File: src/rtl/control_sequencer.sv
// Hardwired Moore control unit for the fetch/execute datapath.
// Walks steps T0..T7. Memory steps stretch until MemReady is seen.
// All datapath strobes, the ALU opcode and memory Read/Write are decoded from the step register.
module control_sequencer #(
    parameter logic [4:0] OP_LD   = 5'b00000,
    parameter logic [4:0] OP_LDI  = 5'b00001,
    parameter logic [4:0] OP_ST   = 5'b00010,
    parameter logic [4:0] OP_ADD  = 5'b00011,
    parameter logic [4:0] OP_SUB  = 5'b00100,
    parameter logic [4:0] OP_AND  = 5'b00101,
    parameter logic [4:0] OP_OR   = 5'b00110,
    parameter logic [4:0] OP_ADDI = 5'b01100,
    parameter logic [4:0] OP_NOP  = 5'b11010,
    parameter logic [4:0] OP_HALT = 5'b11011
) (
    input  logic        Clock,
    input  logic        clear,
    input  logic [31:0] IR,
    input  logic        MemReady,
    output logic        Read,
    output logic        Write,
    output logic [4:0]  opcode,
    output logic        Gra,
    output logic        Grb,
    output logic        Grc,
    output logic        Rin,
    output logic        Rout,
    output logic        BAout,
    output logic        PCout,
    output logic        PCin,
    output logic        IncPC,
    output logic        MARin,
    output logic        MDRin,
    output logic        MDRout,
    output logic        IRin,
    output logic        Yin,
    output logic        Zin,
    output logic        Zlowout,
    output logic        Cout,
    output logic        Run,
    output logic        IllegalOp
);

    typedef enum logic [3:0] {
        S_RST, S_T0, S_T1, S_T2, S_T3, S_T4, S_T5, S_T6, S_T7, S_HALT
    } state_t;

    state_t     state;
    logic [4:0] op_q;
    logic [4:0] ir_op;
    logic       unused_ir;

    assign ir_op     = IR[31:27];
    assign unused_ir = ^IR[26:0];

    // Instructions that form an address or immediate as base + constant.
    function automatic logic is_base_plus_c(input logic [4:0] op);
        return (op == OP_LD) || (op == OP_LDI) || (op == OP_ST);
    endfunction

    // Register-register ALU instructions; their own opcode drives the ALU.
    function automatic logic is_alu_rr(input logic [4:0] op);
        return (op == OP_ADD) || (op == OP_SUB) || (op == OP_AND) || (op == OP_OR);
    endfunction

    // Instructions that continue past T3.
    function automatic logic needs_t4(input logic [4:0] op);
        return is_base_plus_c(op) || is_alu_rr(op) || (op == OP_ADDI);
    endfunction

    // Step sequencing; the opcode is captured when leaving T3 so later steps ignore IR.
    always_ff @(posedge Clock or negedge clear) begin
        if (!clear) begin
            state <= S_RST;
            op_q  <= '0;
        end else begin
            case (state)
                S_RST:  state <= S_T0;
                S_T0:   state <= S_T1;
                S_T1:   if (MemReady) state <= S_T2;
                S_T2:   state <= S_T3;
                S_T3: begin
                    op_q <= ir_op;
                    if (ir_op == OP_HALT)
                        state <= S_HALT;
                    else if (needs_t4(ir_op))
                        state <= S_T4;
                    else
                        state <= S_T0;
                end
                S_T4:   state <= S_T5;
                S_T5:   state <= ((op_q == OP_LD) || (op_q == OP_ST)) ? S_T6 : S_T0;
                S_T6:   if ((op_q == OP_ST) || MemReady) state <= S_T7;
                S_T7:   if ((op_q == OP_LD) || MemReady) state <= S_T0;
                S_HALT: state <= S_HALT;
                default: state <= S_RST;
            endcase
        end
    end

    // Strobe decode from the step register; T3 looks at the freshly loaded IR.
    always_comb begin
        Read      = 1'b0;
        Write     = 1'b0;
        opcode    = 5'b0;
        Gra       = 1'b0;
        Grb       = 1'b0;
        Grc       = 1'b0;
        Rin       = 1'b0;
        Rout      = 1'b0;
        BAout     = 1'b0;
        PCout     = 1'b0;
        PCin      = 1'b0;
        IncPC     = 1'b0;
        MARin     = 1'b0;
        MDRin     = 1'b0;
        MDRout    = 1'b0;
        IRin      = 1'b0;
        Yin       = 1'b0;
        Zin       = 1'b0;
        Zlowout   = 1'b0;
        Cout      = 1'b0;
        IllegalOp = 1'b0;
        Run       = (state != S_HALT);
        case (state)
            S_T0: begin
                PCout = 1'b1; MARin = 1'b1; IncPC = 1'b1; Zin = 1'b1;
            end
            S_T1: begin
                Zlowout = 1'b1; PCin = 1'b1; Read = 1'b1; MDRin = 1'b1;
            end
            S_T2: begin
                MDRout = 1'b1; IRin = 1'b1;
            end
            S_T3: begin
                if (is_base_plus_c(ir_op)) begin
                    Grb = 1'b1; BAout = 1'b1; Yin = 1'b1;
                end else if (is_alu_rr(ir_op) || (ir_op == OP_ADDI)) begin
                    Grb = 1'b1; Rout = 1'b1; Yin = 1'b1;
                end else if ((ir_op != OP_NOP) && (ir_op != OP_HALT)) begin
                    IllegalOp = 1'b1;
                end
            end
            S_T4: begin
                Zin = 1'b1;
                if (is_alu_rr(op_q)) begin
                    Grc = 1'b1; Rout = 1'b1; opcode = op_q;
                end else begin
                    Cout = 1'b1; opcode = OP_ADD;
                end
            end
            S_T5: begin
                Zlowout = 1'b1;
                if ((op_q == OP_LD) || (op_q == OP_ST)) begin
                    MARin = 1'b1;
                end else begin
                    Gra = 1'b1; Rin = 1'b1;
                end
            end
            S_T6: begin
                MDRin = 1'b1;
                if (op_q == OP_ST) begin
                    Gra = 1'b1; Rout = 1'b1;
                end else begin
                    Read = 1'b1;
                end
            end
            S_T7: begin
                MDRout = 1'b1;
                if (op_q == OP_ST) begin
                    Write = 1'b1;
                end else begin
                    Gra = 1'b1; Rin = 1'b1;
                end
            end
            default: ;
        endcase
    end

endmodule

File: config.mk
export PLATFORM = sky130hd
export DESIGN_NAME = control_sequencer
export DESIGN_NICKNAME = d
export VERILOG_FILES = /design/src/rtl/control_sequencer.sv
export SDC_FILE = /design/constraint.sdc
export NUM_CORES = 1
export LEC_CHECK = 0
export ABC_AREA = 1
export ABC_CLOCK_PERIOD_IN_PS = 3780
export CORE_MARGIN = 3
export CORE_UTILIZATION = 36
export DETAILED_ROUTE_END_ITERATION = 8
export PLACE_DENSITY = 0.92
export SLEW_MARGIN = 20
export SYNTH_ARGS = -nofsm -noshare
export SYNTH_HDL_FRONTEND = slang
export SYNTH_SLANG_ARGS = --single-unit
File: constraint.sdc
create_clock -name Clock -period 3.78 [get_ports Clock]
set_clock_uncertainty 0.1 [all_clocks]
set_input_delay 0.567 -clock Clock [delete_from_list [all_inputs] [get_ports Clock]]
set_output_delay 0.567 -clock Clock [all_outputs]
set_load 0.02 [all_outputs]
## After elaboration in Yosys (flattened, before gate mapping)

Index checks and enable logic that the tools add are counted.

| cells by class | value |
|---|---|
| multiplexer cells | 40 |
| reductions and logical operators | 23 |
| equality and inequality tests | 28 |

Operator list:

| kind | number |
|---|---|
| case mux 4 bit (10 select lines) | 1 |
| equality test 5 x 3 -> 1 bit (second input constant) | 6 |
| two-way mux 1 bit | 26 |
| equality test 5 x 2 -> 1 bit (second input constant) | 4 |
| equality test 4 x 3 -> 1 bit (second input constant) | 4 |
| two-way mux 4 bit | 4 |
| logical OR 1 bit | 14 |
| logical NOT 5 bit | 2 |
| two-way mux 5 bit | 2 |
| != test 5 bit (second input constant) | 2 |
| equality test 4 x 2 -> 1 bit (second input constant) | 2 |
| equality test 4 bit (second input constant) | 2 |
| OR reduction 2 bit | 4 |
| two-way mux 3 bit | 2 |
| != test 2 bit (second input constant) | 3 |
| case mux 1 bit (2 select lines) | 3 |
| case mux 1 bit (3 select lines) | 2 |
| equality test 5 x 1 -> 1 bit (second input constant) | 1 |
| equality test 5 x 4 -> 1 bit (second input constant) | 1 |
| equality test 5 bit (second input constant) | 1 |
| equality test 4 x 1 -> 1 bit (second input constant) | 1 |
| logical NOT 4 bit | 1 |
| != test 4 bit (second input constant) | 1 |
| AND reduction 3 bit | 1 |
| logical AND 1 bit | 1 |

| word-level totals | value |
|---|---|
| input port bits | 35 |
| register bits | 9 |
| word-level logic and storage cells | 93 |
| output and inout port bits | 26 |

## Logic depth before layout (Yosys ltp)

Gate-level depths: netlist of run 1.

| logic depth | value |
|---|---|
| word-level depth | 9 |
| mapped depth | 9 |
| mapped depth without buffers | 9 |

## Worst setup path after synthesis of run 1

Ideal clock, no wire load.

| timing | value |
|---|---|
| path type | flip-flop to output port |
| from | register state[1] |
| to | output port MDRout |
| path slack | 1.796 ns |
| data required time | 3.113 ns |
| stages on the path, launching flop included | 4 |
| buffers on the path | 0 |
| arrival | 1.317 ns |
| cell sequence | dfrtp_1 > nand2_2 > nor3_1 > or2_2 |

| on the way | value |
|---|---|
| longest elaborated chain between the ends | 3 |
| elaborated cells between the ends (all ways) | 4 |
| those cells by class | eq/ne (2); mux (1); reduce/logical (1) |

Ends and longest elaborated chain:

| item | line | RTL |
|---|---|---|
| start: declaration | 48 | `state_t state;` |
| start signal: assignment | 92 | `S_T5: state <= ((op_q == OP_LD) \|\| (op_q == OP_ST)) ? S_T6 : S_T0;` |
| equality test 4 bit / equality test 4 x 2 -> 1 bit (equally long branches) | 125 | `case (state)` |
| OR reduction 2 bit (no line) * | - |  |
| two-way mux 1 bit * | 125 |  |
| end: declaration | 34 | `output logic MDRout,` |

Every way passes the cells marked *; elsewhere a longest branch is shown, timed or not.

## Final worst setup path of run 1

| timing | value |
|---|---|
| from | input port IR[27] |
| to | output port Yin |

| on the way | value |
|---|---|
| longest elaborated chain between the ends | 8 |
| elaborated cells between the ends (all ways) | 17 |
| those cells by class | eq/ne (7); mux (3); reduce/logical (7) |

Ends and longest elaborated chain:

| item | line | RTL |
|---|---|---|
| start: declaration | 18 | `input logic [31:0] IR,` |
| equality test 5 x 2 -> 1 bit / equality test 5 x 3 -> 1 bit (equally long branches) | 63 | `return (op == OP_ADD) \|\| (op == OP_SUB) \|\| (op == OP_AND) \|\| (op == OP_OR);` |
| logical OR 1 bit (3 in series) | 63 |  |
| logical OR 1 bit | 138 | `end else if (is_alu_rr(ir_op) \|\| (ir_op == OP_ADDI)) begin` |
| two-way mux 1 bit | 138 |  |
| two-way mux 1 bit * | 136 | `if (is_base_plus_c(ir_op)) begin` |
| two-way mux 1 bit * | 125 |  |
| end: declaration | 36 | `output logic Yin,` |

Marked as above.

==> results of run 1 <==
==> power by group through the flow <==
stage | Clock [uW] | Combinational [uW] | Sequential (uW)
2_1_floorplan | 0 | 403 | 178
3_3_place_gp | 0 | 584 | 185
3_5_place_dp | 0 | 600 | 187
4_1_cts | 73.7 | 602 | 185
5_1_grt | 76.7 | 654 | 194
6_report | 70.5 | 596 | 187
==> cells in the mapped netlist (all sizes together) <==
library cell and n:
nand3 12, xor2 1, inv 24, or2 2, o211ai 1, a21oi 1
nor3 6, o21ai 8, dfrtp 9, conb 1, buf 5, nand2 36
nor2 19, nand4 3
==> state kept, by name, summed over array words and instances (netlist names) <==
name   count
state      4
op_q       5
==> worst min-delay path, stage by stage, from the launching register on <==
cell,delay [ns]
dfrtp_1,0.36
nand2_1,0.07
o21ai_0,0.06
==> layout make-up <==
type,count,area [sq um]
fill,207,905
multi-input combinational,91,472
timing repair buffer,31,310
sequential,9,225
inverter,24,90.1
tap,27,33.8
clock buffer,4,26.3
==> metal layers <==
| layer | up-vias | track usage | part of all wire |
|---|---|---|---|
| li1 | 452 | - | - |
| met1 | 391 | 0.187 | 0.43 |
| met2 | 30 | 0.270 | 0.48 |
| met3 | 4 | 0.0222 | 0.075 |
| met4 | 0 | 0.0681 | 0.012 |
| met5 | - | 0 | 0 |
==> kinds of logic after synthesis <==
logic type,count (synthesis),share of synthesized area
simple gates,78,0.489
buf+inv,29,0.159
compound gates,10,0.0637
flops,9,0.273
xor+xnor,1,0.0106
other cells,1,0.00455
==> path summary, 6_finish.rpt <==
path,from,to,cells past startpoint
hold reg to reg,op_q[3],op_q[3],2
min in group asynchronous,clear,op_q[2],1
hold / removal,op_q[3],op_q[3],2
max in group asynchronous,clear,state[1],1
setup / recovery,IR[27],Yin,8
setup reg to reg,state[3],state[0],7
==> per-stage QoR <==
stage	utilization	instance area, sq um	hold slack [ns]	total power (uW)	setup slack, ns
3_5_place_dp	0.549	1130	0.423	787	0.878
6_report	0.561	1160	0.429	854	0.864
4_1_cts	0.561	1160	0.436	860	0.859
5_1_grt	0.561	1160	0.462	924	0.734
2_1_floorplan	-	828	0.171	581	1.80
3_3_place_gp	0.549	1130	0.399	768	0.900
==> flow_metrics.env, run 1 <==
export IMPL_final_cell_mix="clkdlybuf4s50_1 (31), nand2_1 (29), inv_1 (16)"
export IMPL_rsz0062_at_grt="no"
export IMPL_drt_initial_drc_count=17
export IMPL_post_cts_setup_buffer_count=0
export IMPL_tritoncts="yes"
export IMPL_internal_power_uw=420
export IMPL_yosysTopAreaCell="dfrtp_1"
export IMPL_r2r_slack_ns=2.38
export IMPL_hpwl_mm=1.75
export IMPL_area_growth_pct=40.4
export IMPL_path_delay_family="buffers and inverters"
export IMPL_slowest_delay_ns=0.60
export IMPL_netlist_area_sq_um=825
export IMPL_cp_slowest_cell="clkdlybuf4s50_1"
export IMPL_wirelength_mm=2.03
export IMPL_ys_seq_area_frac=0.273
export IMPL_crit_top_cell="nand2_1"
export IMPL_place_inst=182
export IMPL_wl_per_cell_microns=10.9
export IMPL_clkPwrFrac=0.083
export IMPL_drt_pass1_iterations=4
export IMPL_syn_inst=128
export IMPL_diodes=0
export IMPL_path_max_fanout=5
export IMPL_powerDensity_nw_per_um2=738
export IMPL_report_final_slew_viol_count=0
export IMPL_min_period_over_period=0.772
export IMPL_cts_sinks=9
export IMPL_ctsResizeCount=0
export IMPL_endpoint_kind="output pin"
export IMPL_insertion_delay_ns=0.25
export IMPL_dieArea_sq_um=2900
export IMPL_grt_max_degree=12
export IMPL_port_buffers=31
export IMPL_critical_path_startpoint_type="input pin"
export IMPL_p_sw_uw=434
export IMPL_critPathRequiredTime_ns=3.11
export IMPL_die_x_microns=53.9
export IMPL_outcome="finished, final reports clean"
export IMPL_pwr_share_seq=0.219
export IMPL_num_io_pins=61
export IMPL_antenna_found_initial=0
export IMPL_setup_viol=0
export IMPL_fmax_ghz=0.343
export IMPL_peakVddDrop_v=0.000416
export IMPL_synth_cell_types=23
export IMPL_timing_critical_path_buf_inv=3
export IMPL_final_setup_tns_ns=0
export IMPL_drv_cap=0
export IMPL_holdBufCountCts=0
export IMPL_yosys_warnings=0
export IMPL_synth_seq_cells=9
export IMPL_antenna_left=0
export IMPL_die_y_microns=53.9
export IMPL_drc_errors=0
export IMPL_grt_pass1_wl_mm=3.26
export IMPL_hold_viol=0
export IMPL_clk_pin_slew_ns=0.05
export IMPL_place_gp_congestion=0.865
export IMPL_synth_area_top_cells="dfrtp_1 (27%), nand2_1 (13%), inv_1 (7.3%)"
export IMPL_root_buffer="clkbuf_4"
export IMPL_syn_area_per_cell_sq_um=6.44
export IMPL_initial_core_util=0.400
export IMPL_nets=195
export IMPL_fin_cells=186
export IMPL_cts_made_buffers=3
export IMPL_min_path_type="flip-flop to flip-flop"
export IMPL_layout_commonest_cell="clkdlybuf4s50_1"
export IMPL_grt_pass1_vias=807
export IMPL_core_sq_um=2060
export IMPL_clockBufferDepth=2
export IMPL_vias=877
export IMPL_cts_htree_levels=1
export IMPL_period_needed_ns=2.92
export IMPL_grt_overflow=0
export IMPL_p_leak_uw=0.000553
export IMPL_swShare=0.509
export IMPL_p_comb_frac=0.698
export IMPL_crit_path_cell_trace="clkdlybuf4s50_1 > nand2_1 > nand2_1 > nand4_1 > nand2_1 > nand2_1 > inv_1 > clkdlybuf4s50_1"
export IMPL_gr_usage_all_layers=0.155
export IMPL_path_class="input pin to output pin"
export IMPL_viasPerCell=4.72
export IMPL_crit_arrival_ns=2.25
export IMPL_netlist_area_leader_share=0.273
export IMPL_fp_row_count=16
export IMPL_drive_above_1_share=0.176
Power figures use the tool's default switching activity.
==> run 2: changes to the inputs <==
ABC_CLOCK_PERIOD_IN_PS = 2350   (was 3780)
CORE_UTILIZATION = 30   (was 36)
PLACE_DENSITY = 0.83   (was 0.92)
clock period = 2.35 ns   (was 3.78 ns; I/O delays follow)
==> run 2 against run 1 <==
Sequential power increased by 55%. Non-clock buffer count increased by 8. Sequential cell count unchanged. Hold slack got worse by 0.15 ns. Critical path depth decreased by 3. Register-to-register slack got worse by 1.4 ns. Largest cell class unchanged. Largest power group unchanged.
==> flow_metrics.env, run 2 (synthesis results as in run 1) <==
export IMPL_crit_cells=5
export IMPL_cts_sinks=9
export IMPL_initial_core_util=0.324
export IMPL_drv_cap=0
export IMPL_place_gp_congestion=0.880
export IMPL_area_growth_pct=49.6
export IMPL_internal_power_uw=673
export IMPL_drive_above_1_share=0.222
export IMPL_cts_htree_levels=1
export IMPL_timing_critical_path_buf_inv=3
export IMPL_crit_arrival_ns=1.83
export IMPL_final_setup_tns_ns=0
export IMPL_min_path_type="input pin to async pin"
export IMPL_worstRegToRegCells=7
export IMPL_clk_pin_slew_ns=0.05
export IMPL_viasPerCell=4.41
export IMPL_antenna_found_initial=0
export IMPL_peakVddDrop_v=0.000518
export IMPL_antenna_left=0
export IMPL_grt_pass1_vias=850
export IMPL_path_delay_family="buffers and inverters"
export IMPL_min_period_over_period=0.969
export IMPL_root_buffer="clkbuf_4"
export IMPL_tritoncts="yes"
export IMPL_pwr_share_seq=0.213
export IMPL_final_cell_mix="nand2_1 (29), clkdlybuf4s50_1 (17), inv_1 (16)"
export IMPL_setup_slack_ns=0.0722
export IMPL_post_cts_setup_buffer_count=0
export IMPL_insertion_delay_ns=0.25
export IMPL_cp_slowest_cell="clkdlybuf4s50_1"
export IMPL_num_io_pins=61
export IMPL_largest_register="op_q"
export IMPL_grt_max_degree=11
export IMPL_path_class="flip-flop to output pin"
export IMPL_core_sq_um=2540
export IMPL_largestRegisters="op_q x5, state x4"
export IMPL_path_max_fanout=6
export IMPL_dieArea_sq_um=3410
export IMPL_powerDensity_nw_per_um2=1110
export IMPL_die_y_microns=58.4
export IMPL_cts_made_buffers=3
export IMPL_crit_path_cell_trace="buf_4 > nor2_1 > nand2_4 > inv_1 > clkdlybuf4s50_1"
export IMPL_grt_pass1_wl_mm=3.44
export IMPL_place_inst=193
export IMPL_drc_errors=0
export IMPL_die_x_microns=58.4
export IMPL_fin_cells=197
export IMPL_drt_pass1_iterations=4
export IMPL_wirelength_mm=1.95
export IMPL_diodes=0
export IMPL_critPathRequiredTime_ns=1.90
export IMPL_drt_initial_drc_count=21
export IMPL_hpwl_mm=1.70
export IMPL_grt_overflow=0
export IMPL_hold_viol=0
export IMPL_p_comb_frac=0.705
export IMPL_largest_reg_flops=5
export IMPL_period_needed_ns=2.28
export IMPL_fmax_ghz=0.439
export IMPL_gr_usage_all_layers=0.130
export IMPL_timing_hold_ws_ns=0.276
export IMPL_endpoint_kind="output pin"
export IMPL_layout_commonest_cell="nand2_1"
export IMPL_rsz0062_at_grt="no"
export IMPL_port_buffers=31
export IMPL_clockBufferDepth=2
export IMPL_p_sw_uw=693
export IMPL_wl_per_cell_microns=9.91
export IMPL_pre_cts_ws_ns=-0.105
export IMPL_slowest_delay_ns=0.61
export IMPL_nets=203
export IMPL_clkPwrFrac=0.082
export IMPL_fp_row_count=18
export IMPL_swShare=0.507
export IMPL_outcome="finished, final reports clean"
export IMPL_setup_viol=0
export IMPL_critical_path_startpoint_type="flip-flop"
export IMPL_fillCellCount=263
export IMPL_vias=869
export IMPL_p_leak_uw=0.000731
export IMPL_report_final_slew_viol_count=0
## run 2: cell count changes in the layout (fill, tap and decap cells not counted)
| cell | delta |
|---|---|
| dlymetal6s2s_1 | +6 |
| clkdlybuf4s50_1 | -14 |
| dlygate4sd2_1 | +6 |
| nor3_1 | -1 |
| clkdlybuf4s15_1 | +2 |
| nor3_2 | +1 |
| buf_4 | +8 |
## run 2: path summary, 6_finish.rpt
check | startpoint | endpoint | slack (ns)
max | state[3] | PCin | 0.07
min | clear | op_q[1] | 0.28
max reg2reg | op_q[2] | state[3] | 0.98
min reg2reg | op_q[3] | op_q[3] | 0.41
max in group asynchronous | clear | state[2] | 1.61
min in group Clock | op_q[3] | op_q[3] | 0.41
## run 2: final cells by class
type | instances | area (sq um) | area share
Tap cell | 30 | 37.5 | 0.0304
Sequential cell | 9 | 225 | 0.183
Inverter | 24 | 90.1 | 0.0730
Multi-Input combinational cell | 91 | 477 | 0.386
Clock buffer | 4 | 26.3 | 0.0213
Timing Repair Buffer | 39 | 378 | 0.306
## run 2: what timing repair did
action / CTS / global route
hold endpoints to repair: 0 / 0
pin swaps: 0 / 0
setup endpoints to repair: 8 / 8
hold buffers: 0 / 0
gates resized for setup: 8 / 9
## run 2: power by group through the flow
stage,Sequential [uW],Combinational [uW],Clock [uW]
6_report,290,963,112
5_1_grt,303,1060,125
4_1_cts,289,969,117
3_5_place_dp,292,984,0
3_3_place_gp,289,968,0
2_1_floorplan,286,648,0
## run 2: per-stage QoR
step	cell area [sq um]	utilization	total power, uW
final	1230	0.485	1370
after global routing	1230	0.485	1490
after CTS	1210	0.476	1380
after detailed placement	1190	0.470	1280
after global placement	1190	0.470	1260
after floorplan	828	-	934
## run 2: layer usage
| metal | GRT usage | vias to the layer above | wire length [microns] |
|---|---|---|---|
| met5 | 0 | - | 0 |
| met1 | 0.164 | 361 | 912 |
| met2 | 0.209 | 31 | 858 |
| li1 | - | 472 | - |
| met3 | 0.00877 | 5 | 125 |
| met4 | 0.0894 | 0 | 58 |
